File: src/rtl/fpga_cfg_pkg.sv
// Shared types and sizing helpers for the FPGA row configuration loader.
// Pure declarations: no logic, no latency.
// Sizing functions are constant functions usable in parameter context.
package fpga_cfg_pkg;

  typedef enum logic [2:0] {
    ST_IDLE,
    ST_HDR,
    ST_PAY,
    ST_CSUM,
    ST_COMMIT,
    ST_DONE,
    ST_ERR
  } cfg_state_e;

  localparam logic [7:0] CFG_MAGIC_DEFAULT = 8'hA5;

  // Routing blocks: one per column, 12 select bits per wire.
  function automatic int brb_bits(input int width, input int wires);
    return width * wires * 12;
  endfunction

  // Switch blocks sit between columns: wires x wires crosspoints, 12 bits each.
  function automatic int bsb_bits(input int width, input int wires);
    return (width - 1) * wires * wires * 12;
  endfunction

  // Logic blocks: LUT truth table plus one sync bit each.
  function automatic int lb_bits(input int width, input int lut_k);
    return (width - 1) * ((1 << lut_k) + 1);
  endfunction

  function automatic int cfg_nwords(input int bits, input int data_w);
    return (bits + data_w - 1) / data_w;
  endfunction

  // Counter width for a word index, never narrower than one bit.
  function automatic int idx_width(input int n);
    return (n <= 1) ? 1 : $clog2(n);
  endfunction

endpackage

File: src/rtl/fpga_cfg_shadow_reg.sv
// Word-addressed shadow register with an atomic full-width copy into the active register.
// Latency: a write lands on the next edge; commit updates active on the next edge.
// No backpressure: writes and commits are accepted every cycle they are asserted.
module fpga_cfg_shadow_reg #(
  parameter int DATA_W   = 32,
  parameter int NWORDS   = 20,
  parameter int CFG_BITS = 632,
  parameter int IDX_W    = 5
) (
  input  logic                clk,
  input  logic                rst_n,
  input  logic                wr_en,
  input  logic [IDX_W-1:0]    wr_idx,
  input  logic [DATA_W-1:0]   wr_data,
  input  logic                commit,
  output logic [CFG_BITS-1:0] active
);

  logic [CFG_BITS-1:0] shadow_q, shadow_d;
  logic [CFG_BITS-1:0] active_q, active_d;

  // Per-slot write mux; pad bits beyond CFG_BITS in the last word are never stored.
  for (genvar w = 0; w < NWORDS; w++) begin : g_slot
    localparam int LO = w * DATA_W;
    localparam int HI = ((LO + DATA_W) > CFG_BITS) ? CFG_BITS : (LO + DATA_W);
    localparam int N  = HI - LO;
    assign shadow_d[HI-1:LO] = (wr_en && (wr_idx == IDX_W'(w))) ? wr_data[N-1:0]
                                                                 : shadow_q[HI-1:LO];
  end

  // Commit copies the whole shadow in one edge so the fabric never sees a mix.
  always_comb begin
    active_d = active_q;
    if (commit) begin
      active_d = shadow_q;
    end
  end

  // Shadow and active storage.
  always_ff @(posedge clk or negedge rst_n) begin
    if (!rst_n) begin
      shadow_q <= '0;
      active_q <= '0;
    end else begin
      shadow_q <= shadow_d;
      active_q <= active_d;
    end
  end

  assign active = active_q;

endmodule

File: src/rtl/fpga_row_cfg_loader.sv
// Loads a framed, XOR-checksummed bitstream into one FPGA row's select vectors (optional readback: FPGA_CFG_READBACK_EN).
// Latency: active selects and cfg_done update one edge after the checksum word is accepted.
// Backpressure: in_ready depends on state only (high while collecting header/payload/checksum).
module fpga_row_cfg_loader
  import fpga_cfg_pkg::*;
#(
  parameter int         FPGA_WIDTH = 5,
  parameter int         WIRE_WIDTH = 3,
  parameter int         LUT_K      = 2,
  parameter int         DATA_W     = 32,
  parameter logic [7:0] MAGIC      = CFG_MAGIC_DEFAULT
) (
  input  logic                                           clk,
  input  logic                                           rst_n,
  input  logic                                           cfg_start,
  input  logic                                           in_valid,
  output logic                                           in_ready,
  input  logic [DATA_W-1:0]                              in_data,
  output logic [FPGA_WIDTH*WIRE_WIDTH*12-1:0]            brbselect,
  output logic [(FPGA_WIDTH-1)*WIRE_WIDTH*WIRE_WIDTH*12-1:0] bsbselect,
  output logic [(FPGA_WIDTH-1)*((2**LUT_K)+1)-1:0]       lbselect,
  output logic                                           cfg_busy,
  output logic                                           cfg_done,
  output logic                                           cfg_err
`ifdef FPGA_CFG_READBACK_EN
  ,
  input  logic                                           rb_req,
  output logic                                           rb_valid,
  output logic [DATA_W-1:0]                              rb_data
`endif
);

  localparam int BRB_W    = brb_bits(FPGA_WIDTH, WIRE_WIDTH);
  localparam int BSB_W    = bsb_bits(FPGA_WIDTH, WIRE_WIDTH);
  localparam int LB_W     = lb_bits(FPGA_WIDTH, LUT_K);
  localparam int CFG_BITS = BRB_W + BSB_W + LB_W;
  localparam int NWORDS   = cfg_nwords(CFG_BITS, DATA_W);
  localparam int IDX_W    = idx_width(NWORDS);
  localparam logic [IDX_W-1:0] LAST_IDX = IDX_W'(NWORDS - 1);

  cfg_state_e          state_q, state_d;
  logic [IDX_W-1:0]    word_cnt_q, word_cnt_d;
  logic [DATA_W-1:0]   csum_q, csum_d;
  logic                cfg_busy_q, cfg_busy_d;
  logic                cfg_done_q, cfg_done_d;
  logic                cfg_err_q, cfg_err_d;
  logic                fire;
  logic                wr_en;
  logic                commit;
  logic [CFG_BITS-1:0] cfg_active;

  // Ready is a pure state decode so upstream can never form a combinational loop.
  assign in_ready = (state_q == ST_HDR) || (state_q == ST_PAY) || (state_q == ST_CSUM);

  // Next-state, counter and checksum logic; cfg_start overrides any word in the same cycle.
  always_comb begin
    fire       = in_valid && in_ready && !cfg_start;
    state_d    = state_q;
    word_cnt_d = word_cnt_q;
    csum_d     = csum_q;
    wr_en      = 1'b0;
    commit     = (state_q == ST_COMMIT);
    if (cfg_start) begin
      state_d    = ST_HDR;
      word_cnt_d = '0;
      csum_d     = '0;
    end else begin
      case (state_q)
        ST_HDR: begin
          if (fire) begin
            state_d = (in_data[DATA_W-1 -: 8] == MAGIC) ? ST_PAY : ST_ERR;
          end
        end
        ST_PAY: begin
          if (fire) begin
            wr_en      = 1'b1;
            csum_d     = csum_q ^ in_data;
            word_cnt_d = word_cnt_q + 1'b1;
            if (word_cnt_q == LAST_IDX) begin
              state_d = ST_CSUM;
            end
          end
        end
        ST_CSUM: begin
          if (fire) begin
            state_d = (in_data == csum_q) ? ST_COMMIT : ST_ERR;
          end
        end
        ST_COMMIT: state_d = ST_DONE;
        default: ;
      endcase
    end
    cfg_busy_d = (state_d == ST_HDR) || (state_d == ST_PAY) ||
                 (state_d == ST_CSUM) || (state_d == ST_COMMIT);
    cfg_done_d = (state_d == ST_DONE);
    cfg_err_d  = (state_d == ST_ERR);
  end

  // Loader FSM with registered status outputs.
  always_ff @(posedge clk or negedge rst_n) begin
    if (!rst_n) begin
      state_q    <= ST_IDLE;
      word_cnt_q <= '0;
      csum_q     <= '0;
      cfg_busy_q <= 1'b0;
      cfg_done_q <= 1'b0;
      cfg_err_q  <= 1'b0;
    end else begin
      state_q    <= state_d;
      word_cnt_q <= word_cnt_d;
      csum_q     <= csum_d;
      cfg_busy_q <= cfg_busy_d;
      cfg_done_q <= cfg_done_d;
      cfg_err_q  <= cfg_err_d;
    end
  end

  fpga_cfg_shadow_reg #(
    .DATA_W   (DATA_W),
    .NWORDS   (NWORDS),
    .CFG_BITS (CFG_BITS),
    .IDX_W    (IDX_W)
  ) u_shadow (
    .clk     (clk),
    .rst_n   (rst_n),
    .wr_en   (wr_en),
    .wr_idx  (word_cnt_q),
    .wr_data (in_data),
    .commit  (commit),
    .active  (cfg_active)
  );

  assign brbselect = cfg_active[BRB_W-1:0];
  assign bsbselect = cfg_active[BRB_W +: BSB_W];
  assign lbselect  = cfg_active[BRB_W+BSB_W +: LB_W];
  assign cfg_busy  = cfg_busy_q;
  assign cfg_done  = cfg_done_q;
  assign cfg_err   = cfg_err_q;

`ifdef FPGA_CFG_READBACK_EN
  logic [NWORDS*DATA_W-1:0] rb_vec;
  logic [DATA_W-1:0]        rb_words [NWORDS];
  logic                     rb_valid_q, rb_valid_d;
  logic [IDX_W-1:0]         rb_idx_q, rb_idx_d;
  logic [DATA_W-1:0]        rb_data_q, rb_data_d;

  // Active config zero-extended to whole words, in the same order it was loaded.
  always_comb begin
    rb_vec                 = '0;
    rb_vec[CFG_BITS-1:0]   = cfg_active;
  end

  for (genvar w = 0; w < NWORDS; w++) begin : g_rb_word
    assign rb_words[w] = rb_vec[w*DATA_W +: DATA_W];
  end

  // Stream sequencer: starts only from DONE when idle, cfg_start cancels it.
  always_comb begin
    rb_valid_d = rb_valid_q;
    rb_idx_d   = rb_idx_q;
    rb_data_d  = rb_data_q;
    if (cfg_start) begin
      rb_valid_d = 1'b0;
      rb_idx_d   = '0;
      rb_data_d  = '0;
    end else if (rb_valid_q) begin
      if (rb_idx_q == LAST_IDX) begin
        rb_valid_d = 1'b0;
        rb_data_d  = '0;
      end else begin
        rb_idx_d  = rb_idx_q + 1'b1;
        rb_data_d = rb_words[rb_idx_d];
      end
    end else if (rb_req && (state_q == ST_DONE)) begin
      rb_valid_d = 1'b1;
      rb_idx_d   = '0;
      rb_data_d  = rb_words[0];
    end
  end

  // Readback output registers.
  always_ff @(posedge clk or negedge rst_n) begin
    if (!rst_n) begin
      rb_valid_q <= 1'b0;
      rb_idx_q   <= '0;
      rb_data_q  <= '0;
    end else begin
      rb_valid_q <= rb_valid_d;
      rb_idx_q   <= rb_idx_d;
      rb_data_q  <= rb_data_d;
    end
  end

  assign rb_valid = rb_valid_q;
  assign rb_data  = rb_data_q;
`endif

endmodule

File: config.mk
export PLATFORM = sky130hd
export DESIGN_NAME = fpga_row_cfg_loader
export DESIGN_NICKNAME = d
export VERILOG_FILES = /design/src/rtl/fpga_cfg_pkg.sv /design/src/rtl/fpga_cfg_shadow_reg.sv /design/src/rtl/fpga_row_cfg_loader.sv
export SDC_FILE = /design/constraint.sdc
export NUM_CORES = 1
export LEC_CHECK = 0
export ABC_CLOCK_PERIOD_IN_PS = 5900
export CAP_MARGIN = 20
export CORE_MARGIN = 4
export CORE_UTILIZATION = 50
export DETAILED_ROUTE_END_ITERATION = 7
export GPL_TIMING_DRIVEN = 0
export PLACE_DENSITY = 0.74
export RECOVER_POWER = 100
export SLEW_MARGIN = 15
export SYNTH_ARGS = -nofsm -noshare
export SYNTH_HDL_FRONTEND = slang
export SYNTH_SLANG_ARGS = --single-unit
File: constraint.sdc
create_clock -name clk -period 5.9 [get_ports clk]
set_input_delay 0.885 -clock clk [delete_from_list [all_inputs] [get_ports clk]]
set_output_delay 0.885 -clock clk [all_outputs]
set_load 0.1 [all_outputs]
Yosys cells after proc, flatten, opt, wreduce, memory -nomap -nowiden. Index checks and enable logic that the tools add are counted.

Register bits after elaboration: 1307. Bits of input ports: 36. Output and inout port bits: 636. Word-level logic and storage cells: 109.

$add $sub $neg: 1. Equal/unequal tests: 31. Mux-type cells: 17. Bitwise gates (word level): 1. Reduce and logical (&&, ||, !) cells: 32.

Operators by type and width (count): $mux 32 (3); $eq 5x4->1 const B (8); $eq 32x32->1 (1); $xor 32x32->32 (1); $logic_and 1x1->1 (22); $eq 5x3->1 const B (4); $eq 5x5->1 const B (4); $mux 3 (6); $mux 5 (3); $eq 3x2->1 const B (4); $eq 3x3->1 const B (4); $pmux 3 s4 (1); $eq 5x2->1 const B (2); $eq 8x8->1 const B (1); $eq 3x1->1 const B (2); $add 5x1->5 const B (1); $eq 5x1->1 const B (1); $logic_not 5->1 (1); $logic_or 1x1->1 (5); $reduce_bool 2->1 (2); $mux 1 (3); $mux 2 (1); $reduce_and 2->1 (1); $logic_not 1->1 (1).

Logic depth before layout (Yosys ltp). Gate-level depths: netlist (run 1).

Depth after elaboration: 12. Gate-level depth with buffers: 7. Mapped depth without buffers: 6.

Cells and area by module. From an unflattened synthesis (run 1), not the netlist that was laid out.

Cell total of the unflattened synthesis: 2990. Area total of the unflattened synthesis: 49393.6 sq um.

By module, submodules not included: fpga_cfg_shadow_reg (times used 1, cells an instance 2756, area each 47111.4 sq um, seq. area each 31630.3 sq um); fpga_row_cfg_loader (times used 1, cells an instance 234, area each 2282.2 sq um, seq. area each 1076.0 sq um).

Worst setup path before layout (run 1). OpenSTA, ideal clock, no wires.

Kind: register to output. Start: register state_q[0]. End: output port in_ready. Data arrival time: 1.698 ns. Data required time: 5.015 ns. Path slack: 3.317 ns. Cell stages (with the launch flop): 3. Path buffers: 0. Cell sequence: dfrtp_1 -> nor2_1 -> nor2_1.

Word-level cells in the longest chain between the ends: 3. Elaborated cells on any way between the ends: 5. Those cells by class: 3 x eq/ne; 2 x reduce/logical.

RTL lines: start, declared (RTL line fpga_row_cfg_loader.sv:41) `cfg_state_e state_q, state_d;`; start signal, assigned (RTL line fpga_row_cfg_loader.sv:109) `state_q <= state_d;`; $eq 3x1->1 or $eq 3x2->1 (tied branches) (RTL line fpga_row_cfg_loader.sv:53) `assign in_ready = (state_q == ST_HDR) || (state_q == ST_PAY) || (state_q == ST_CSUM);`; $logic_or 1x1->1 (RTL line fpga_row_cfg_loader.sv:53); $logic_or 1x1->1 (*) (RTL line fpga_row_cfg_loader.sv:53); end, declared (RTL line fpga_row_cfg_loader.sv:17) `output logic in_ready,`.

Mark *: on every way between the ends. The rest lies on a longest branch, timed or not.

Worst setup path after layout (run 1).
Start: register state_q[0]. End: register u_shadow.active_q[206] (netlist: u_shadow.active[206]).

Word-level cells in the longest chain between the ends: 1.

RTL lines: $eq 3x3->1 (RTL line fpga_row_cfg_loader.sv:62) `commit = (state_q == ST_COMMIT);`; end signal, assigned (RTL line fpga_cfg_shadow_reg.sv:46) `active_q <= active_d;`; end, declared (RTL line fpga_cfg_shadow_reg.sv:20) `logic [CFG_BITS-1:0] active_q, active_d;`.

No other way between the ends. A chain may end at the register's enable or synchronous reset.

==> results of run 1 <==
[where the power goes]
group | internal, mW | total, mW | switching [mW]
combinational | 0.347 | 1.54 | 1.19
sequential | 9.11 | 9.20 | 0.0835
clock | 5.24 | 8.88 | 3.64
[final cells by class]
class / instances / area share (%)
Clock buffer: 198 / 6.41
Multi-Input combinational cell: 1476 / 24.9
Sequential cell: 1307 / 52.4
Timing Repair Buffer: 687 / 11.3
Buffer: 204 / 1.23
Inverter: 6 / 0.0361
Clock inverter: 51 / 1.10
Antenna cell: 7 / 0.0281
Tap cell: 1276 / 2.56
[routing by layer]
metal	routed length (microns)	up-vias
met5	46	-
met4	4490	6
met3	10300	205
met2	68500	774
met1	57400	15156
li1	-	12156
[flip-flops by register name, indices dropped and copies added (netlist names)]
signal             cells
state_q                3
cfg_done               1
u_shadow.shadow_q    632
cfg_err                1
u_shadow.active      632
word_cnt_q             5
csum_q                32
cfg_busy               1
[placed cells by master, fill, tap and decap left out, types with 6 or more instances in the layout]
| master | netlist | final |
|---|---|---|
| inv_6 | 0 | 6 |
| dfrtp_1 | 1307 | 1307 |
| clkinv_8 | 0 | 7 |
| xnor2_1 | 17 | 17 |
| dlygate4sd3_1 | 0 | 636 |
| bufinv_16 | 0 | 11 |
| buf_16 | 0 | 11 |
| inv_1 | 6 | 6 |
| nand3_1 | 6 | 9 |
| nor2_1 | 43 | 43 |
| nand4_1 | 7 | 7 |
| clkbuf_16 | 0 | 140 |
| mux2_2 | 1235 | 1231 |
| diode_2 | 0 | 7 |
| mux2_1 | 29 | 33 |
| clkinv_2 | 0 | 21 |
| clkbuf_8 | 0 | 28 |
| clkbuf_1 | 92 | 238 |
| clkdlybuf4s50_1 | 0 | 33 |
| xor2_1 | 50 | 50 |
| nand2_1 | 46 | 46 |
[cell families after synthesis]
logic type	share of synthesized area, %
buffers and inverters	1.90
adder cells (fa/ha/maj)	0.127
XOR/XNOR	1.19
AND/OR/NAND/NOR	1.24
flip-flops	66.5
multiplexers	28.9
AO/OA/AOI/OAI	0.135
[worst paths after layout]
kind                                        start                      to  slack [ps]  cells past startpoint
min in group clk           u_shadow.shadow_q[443]  u_shadow.shadow_q[443]         490                      1
min                                         rst_n    u_shadow.active[551]         150                      1
max                                    state_q[0]    u_shadow.active[206]        1540                      6
max reg2reg                            state_q[0]    u_shadow.active[206]        1540                      6
max in group asynchronous                   rst_n     u_shadow.active[49]        2010                      4
min reg2reg                u_shadow.shadow_q[443]  u_shadow.shadow_q[443]         490                      1
[through the flow]
stage | instances | util (%) | total power, mW | cell area, sq um
floorplan | 2993 | - | 10.3 | 49200
global placement | 4940 | 59.2 | 11.0 | 57500
detailed placement | 4953 | 59.6 | 11.0 | 57900
CTS | 5202 | 64.4 | 19.8 | 62600
global route | 5206 | 64.2 | 20.2 | 62400
finish | 5212 | 64.2 | 19.6 | 62400
==> results.cfg, run 1 <==
[finish]
multi_input_area_sq_um = 15500
fin_nets = 3861
drive_gt1_share_pct = 37.3
fill_cells = 7132
final-seq-area_sq_um = 32700
syn_to_final_growth_pct = 26.8

[synthesis]
yosysWarnings = 0
synth_fp_nets = 3034
synth_top_area_share_pct = 66.5
synth-async-reset-ratio_pct = 100
synth_area_leader_cell = dfrtp_1
synth_most_common_cell = dfrtp_1
synth.area.top_cells = dfrtp_1 66%, mux2_2 28%, buf_2 1.0%, xor2_1 0.89%, clkbuf_1 0.70%
synthFlopType = dfrtp_1
synth_commonest_cells = 1307 x dfrtp_1, 1235 x mux2_2, 99 x buf_2
netlist_area_sq_um = 49200
seq_area_frac_synth_pct = 66.5
synthCells = 2993
synth_edf_count = 0
synth.distinct_cells = 32
avgSynthCellArea_sq_um = 16.4
yosys_register_bits = 1307

[placement]
io_buffers = 671
hpwlAfterDp_mm = 99.2
gp_congestion = 0.822
dp_slack_ps = 2240

[timing]
skew_ps = 23.2
finalCritPeriodShare_pct = 74.0
final-setup-viol-count = 0
worst_slack_ps = 1540
drv_slew = 259
fin_crit_ps = 4360
tightest_slew_ps = 2520
rsz0062_at_grt = no
fmaxAchievable_ghz = 0.229
finalSetupTns_ps = 0
hold_violations = 0
slew_headroom_pct = -67.8
whs_ps = 149

[global_route]
met3_usage_pct = 8.61
overflow = 0
grt_max_degree = 157
met2_usage_pct = 45.0
grtUsageTotal_pct = 27.2
grt_pass1_wl_mm = 205
grt_pass1_vias = 29857
antenna_found_initial = 13
grt_use_met1_pct = 34.3
busiest_layer = met2

[worst_setup_path]
crit_chain = nor2_1 > and2_0 > clkbuf_1 > clkbuf_1 > clkbuf_1 > mux2_2
cpMostUsedCell = clkbuf_1
critPathLaunchType = register
arrival_ps = 4970
critPathRequiredTime_ps = 6510
end_kind = register
critPathMaxStageDelay_ps = 1300
cp_top_family = buffers and inverters
crit_buf_inv = 3
cp_max_fo = 11
crit_type = reg2reg
cpMaxStageDelayCell = clkbuf_1

[cts]
clock_insertion_delay_worst_skew_ps = 750
clock-sinks = 1307
root_buffer = clkbuf_16
cts_buffers = 138
htree_levels = 4
cts_buffer_depth = 3
cts_resized = 0
hold_buffers = 0
cts.reportedPaths.clkPinSlew_ps = 60
cts_setup_buffers = 0
cts_tree = yes

[die]
fp.dieArea_sq_um = 103000
die_x_microns = 322
die_h_microns = 322
num_rows = 114
io_pins = 672
initial_core_util_pct = 50.6
core_sq_um = 97100

[power_and_ir_drop]
peakVddDrop_mv = 0.346
power.density_nw_per_um2 = 314
leakage_nw = 33.1

[routing]
vias = 28297
routed_wl_mm = 141
first_pass_iters = 5
via_per_inst = 5.43
drt.antenna.violating_nets = 0
drt_iter0_drc = 1520
routedWlPerCell_microns = 27.0
drc = 0

[run_status]
violations = max-capacitance violations, max-slew violations
outcome = finished, violations left

[job]
cap_violations = 3

[hold_path]
hp-class = in2async
No activity file was read; power rests on OpenSTA's default activity.
==> inputs of run 2 (changes only) <==
Settings changed: ABC_CLOCK_PERIOD_IN_PS 5900 to 3900, CORE_UTILIZATION 50 to 49, PLACE_DENSITY 0.74 to 0.75.
Clock period 5.9 ns to 3.9 ns, I/O delays scaled along.
==> run 2 against run 1 <==
  * The flow still finishes with violations (max-capacitance violations, max-slew violations)
  * Worst hold slack better by 290 ps
  * Combinational power is 51% higher
  * Maximum frequency is 17% higher
  * Design area hardly changed
==> results.cfg, run 2 (synthesis results as in run 1) <==
[timing]
final-setup-viol-count = 0
fmaxAchievable_ghz = 0.268
drv_slew = 255
skew_ps = 18.1
rsz0062_at_grt = no
finalCritPeriodShare_pct = 95.8
hold_violations = 0
tightest_slew_ps = 1860
finalSetupTns_ps = 0
slew_headroom_pct = -23.9
fin_crit_ps = 3740

[global_route]
grt_use_met1_pct = 34.0
met3_usage_pct = 8.04
grt_pass1_wl_mm = 207
overflow = 0
grt_max_degree = 162
grtUsageTotal_pct = 26.7
met2_usage_pct = 43.4
antenna_found_initial = 16
busiest_layer = met2
grt_pass1_vias = 29983

[cts]
cts_setup_buffers = 0
cts_tree = yes
cts_buffers = 135
cts.reportedPaths.clkPinSlew_ps = 60
clock-sinks = 1307
htree_levels = 4
clock_insertion_delay_worst_skew_ps = 730
cts_buffer_depth = 3
root_buffer = clkbuf_16

[finish]
final_cell_mix = 1307 x dfrtp_1, 1231 x mux2_2, 638 x dlygate4sd3_1
final-seq-area_sq_um = 32700
drive_gt1_share_pct = 38.1
multi_input_area_sq_um = 15500
fill_cells = 7378
instances_no_fill = 5212
final_common_cell = dfrtp_1
fin_nets = 3858
syn_to_final_growth_pct = 26.7

[power_and_ir_drop]
power.total_mw = 29.5
power.density_nw_per_um2 = 473
peakVddDrop_mv = 0.377
leakage_nw = 33.2

[run_status]
outcome = finished, violations left
violations = max-capacitance violations, max-slew violations

[die]
die_x_microns = 325
initial_core_util_pct = 49.7
io_pins = 672
num_rows = 115
fp.dieArea_sq_um = 106000
core_sq_um = 99000
die_h_microns = 325

[job]
cap_violations = 2

[routing]
via_per_inst = 5.39
routed_wl_mm = 141
drt_iter0_drc = 1549
vias = 28118
drc = 0
first_pass_iters = 4
routedWlPerCell_microns = 27.0
drt.antenna.violating_nets = 0

[hold_path]
hp-class = in2async

[placement]
io_buffers = 671
gp_congestion = 0.832
post-place-cells = 4966
hpwlAfterDp_mm = 98.8

[worst_setup_path]
cp_max_fo = 10
end_kind = register
critPathLaunchType = register
critPathRequiredTime_ps = 4490
crit_type = reg2reg
r2r_slack_ps = 160
arrival_ps = 4330
run 2: path summary, 6_finish.rpt:
check                                       start                     end  cells after the start
min in group clk           u_shadow.shadow_q[282]  u_shadow.shadow_q[282]                      1
min reg2reg                u_shadow.shadow_q[282]  u_shadow.shadow_q[282]                      1
max in group asynchronous                   rst_n    u_shadow.active[109]                      6
min                                         rst_n    u_shadow.active[554]                      2
max reg2reg                            state_q[0]    u_shadow.active[614]                      7
max                                    state_q[0]    u_shadow.active[614]                      7
run 2: timing repair:
item / in CTS / in global routing
endpoints found under the hold margin: 90 / 0
resized for setup: 0 / 0
hold buffers: 1 / 0
run 2: critical path, stage by stage (launching register included):
cell      delay, ps
dfrtp_1         420
nor2_1          160
and2_0          160
clkbuf_1       1040
clkbuf_1        460
clkbuf_2        410
clkbuf_1        530
mux2_2          400
run 2: layer usage:
| layer | vias to the layer above | share of wire [%] | wire length [microns] |
|---|---|---|---|
| met1 | 14966 | 41 | 57600 |
| met4 | 8 | 3.7 | 5150 |
| li1 | 12134 | - | - |
| met2 | 768 | 48 | 67400 |
| met5 | - | 0.038 | 53 |
| met3 | 242 | 7.3 | 10300 |
run 2: power by group:
group	internal [mW]	switching, mW	leakage (nW)	total, mW
Sequential	13.8	0.126	18.2	13.9
Combinational	0.521	1.81	12.7	2.33
Clock	7.88	5.35	2.25	13.2
Total	22.2	7.28	33.2	29.5
run 2: layout make-up:
cell class                      count  area share, %
Buffer                            204           1.30
Sequential cell                  1307           52.5
Multi-Input combinational cell   1476           24.9
Clock buffer                      195           6.42
Timing Repair Buffer              687           11.3
Inverter                            6         0.0361
Antenna cell                        9         0.0361
Tap cell                         1287           2.58
Clock inverter                     41          0.911
run 2: stage by stage:
step                      hold slack, ps  setup WS, ps  area, sq um  utilization (%)
final                                438           164        62300             63.0
after global routing                 459          30.6        62300             62.9
after CTS                            420           435        62500             63.1
after detailed placement             476           309        57900             58.5
after global placement               468        -56210        57500             58.1
after floorplan                      289          1620        49200                -
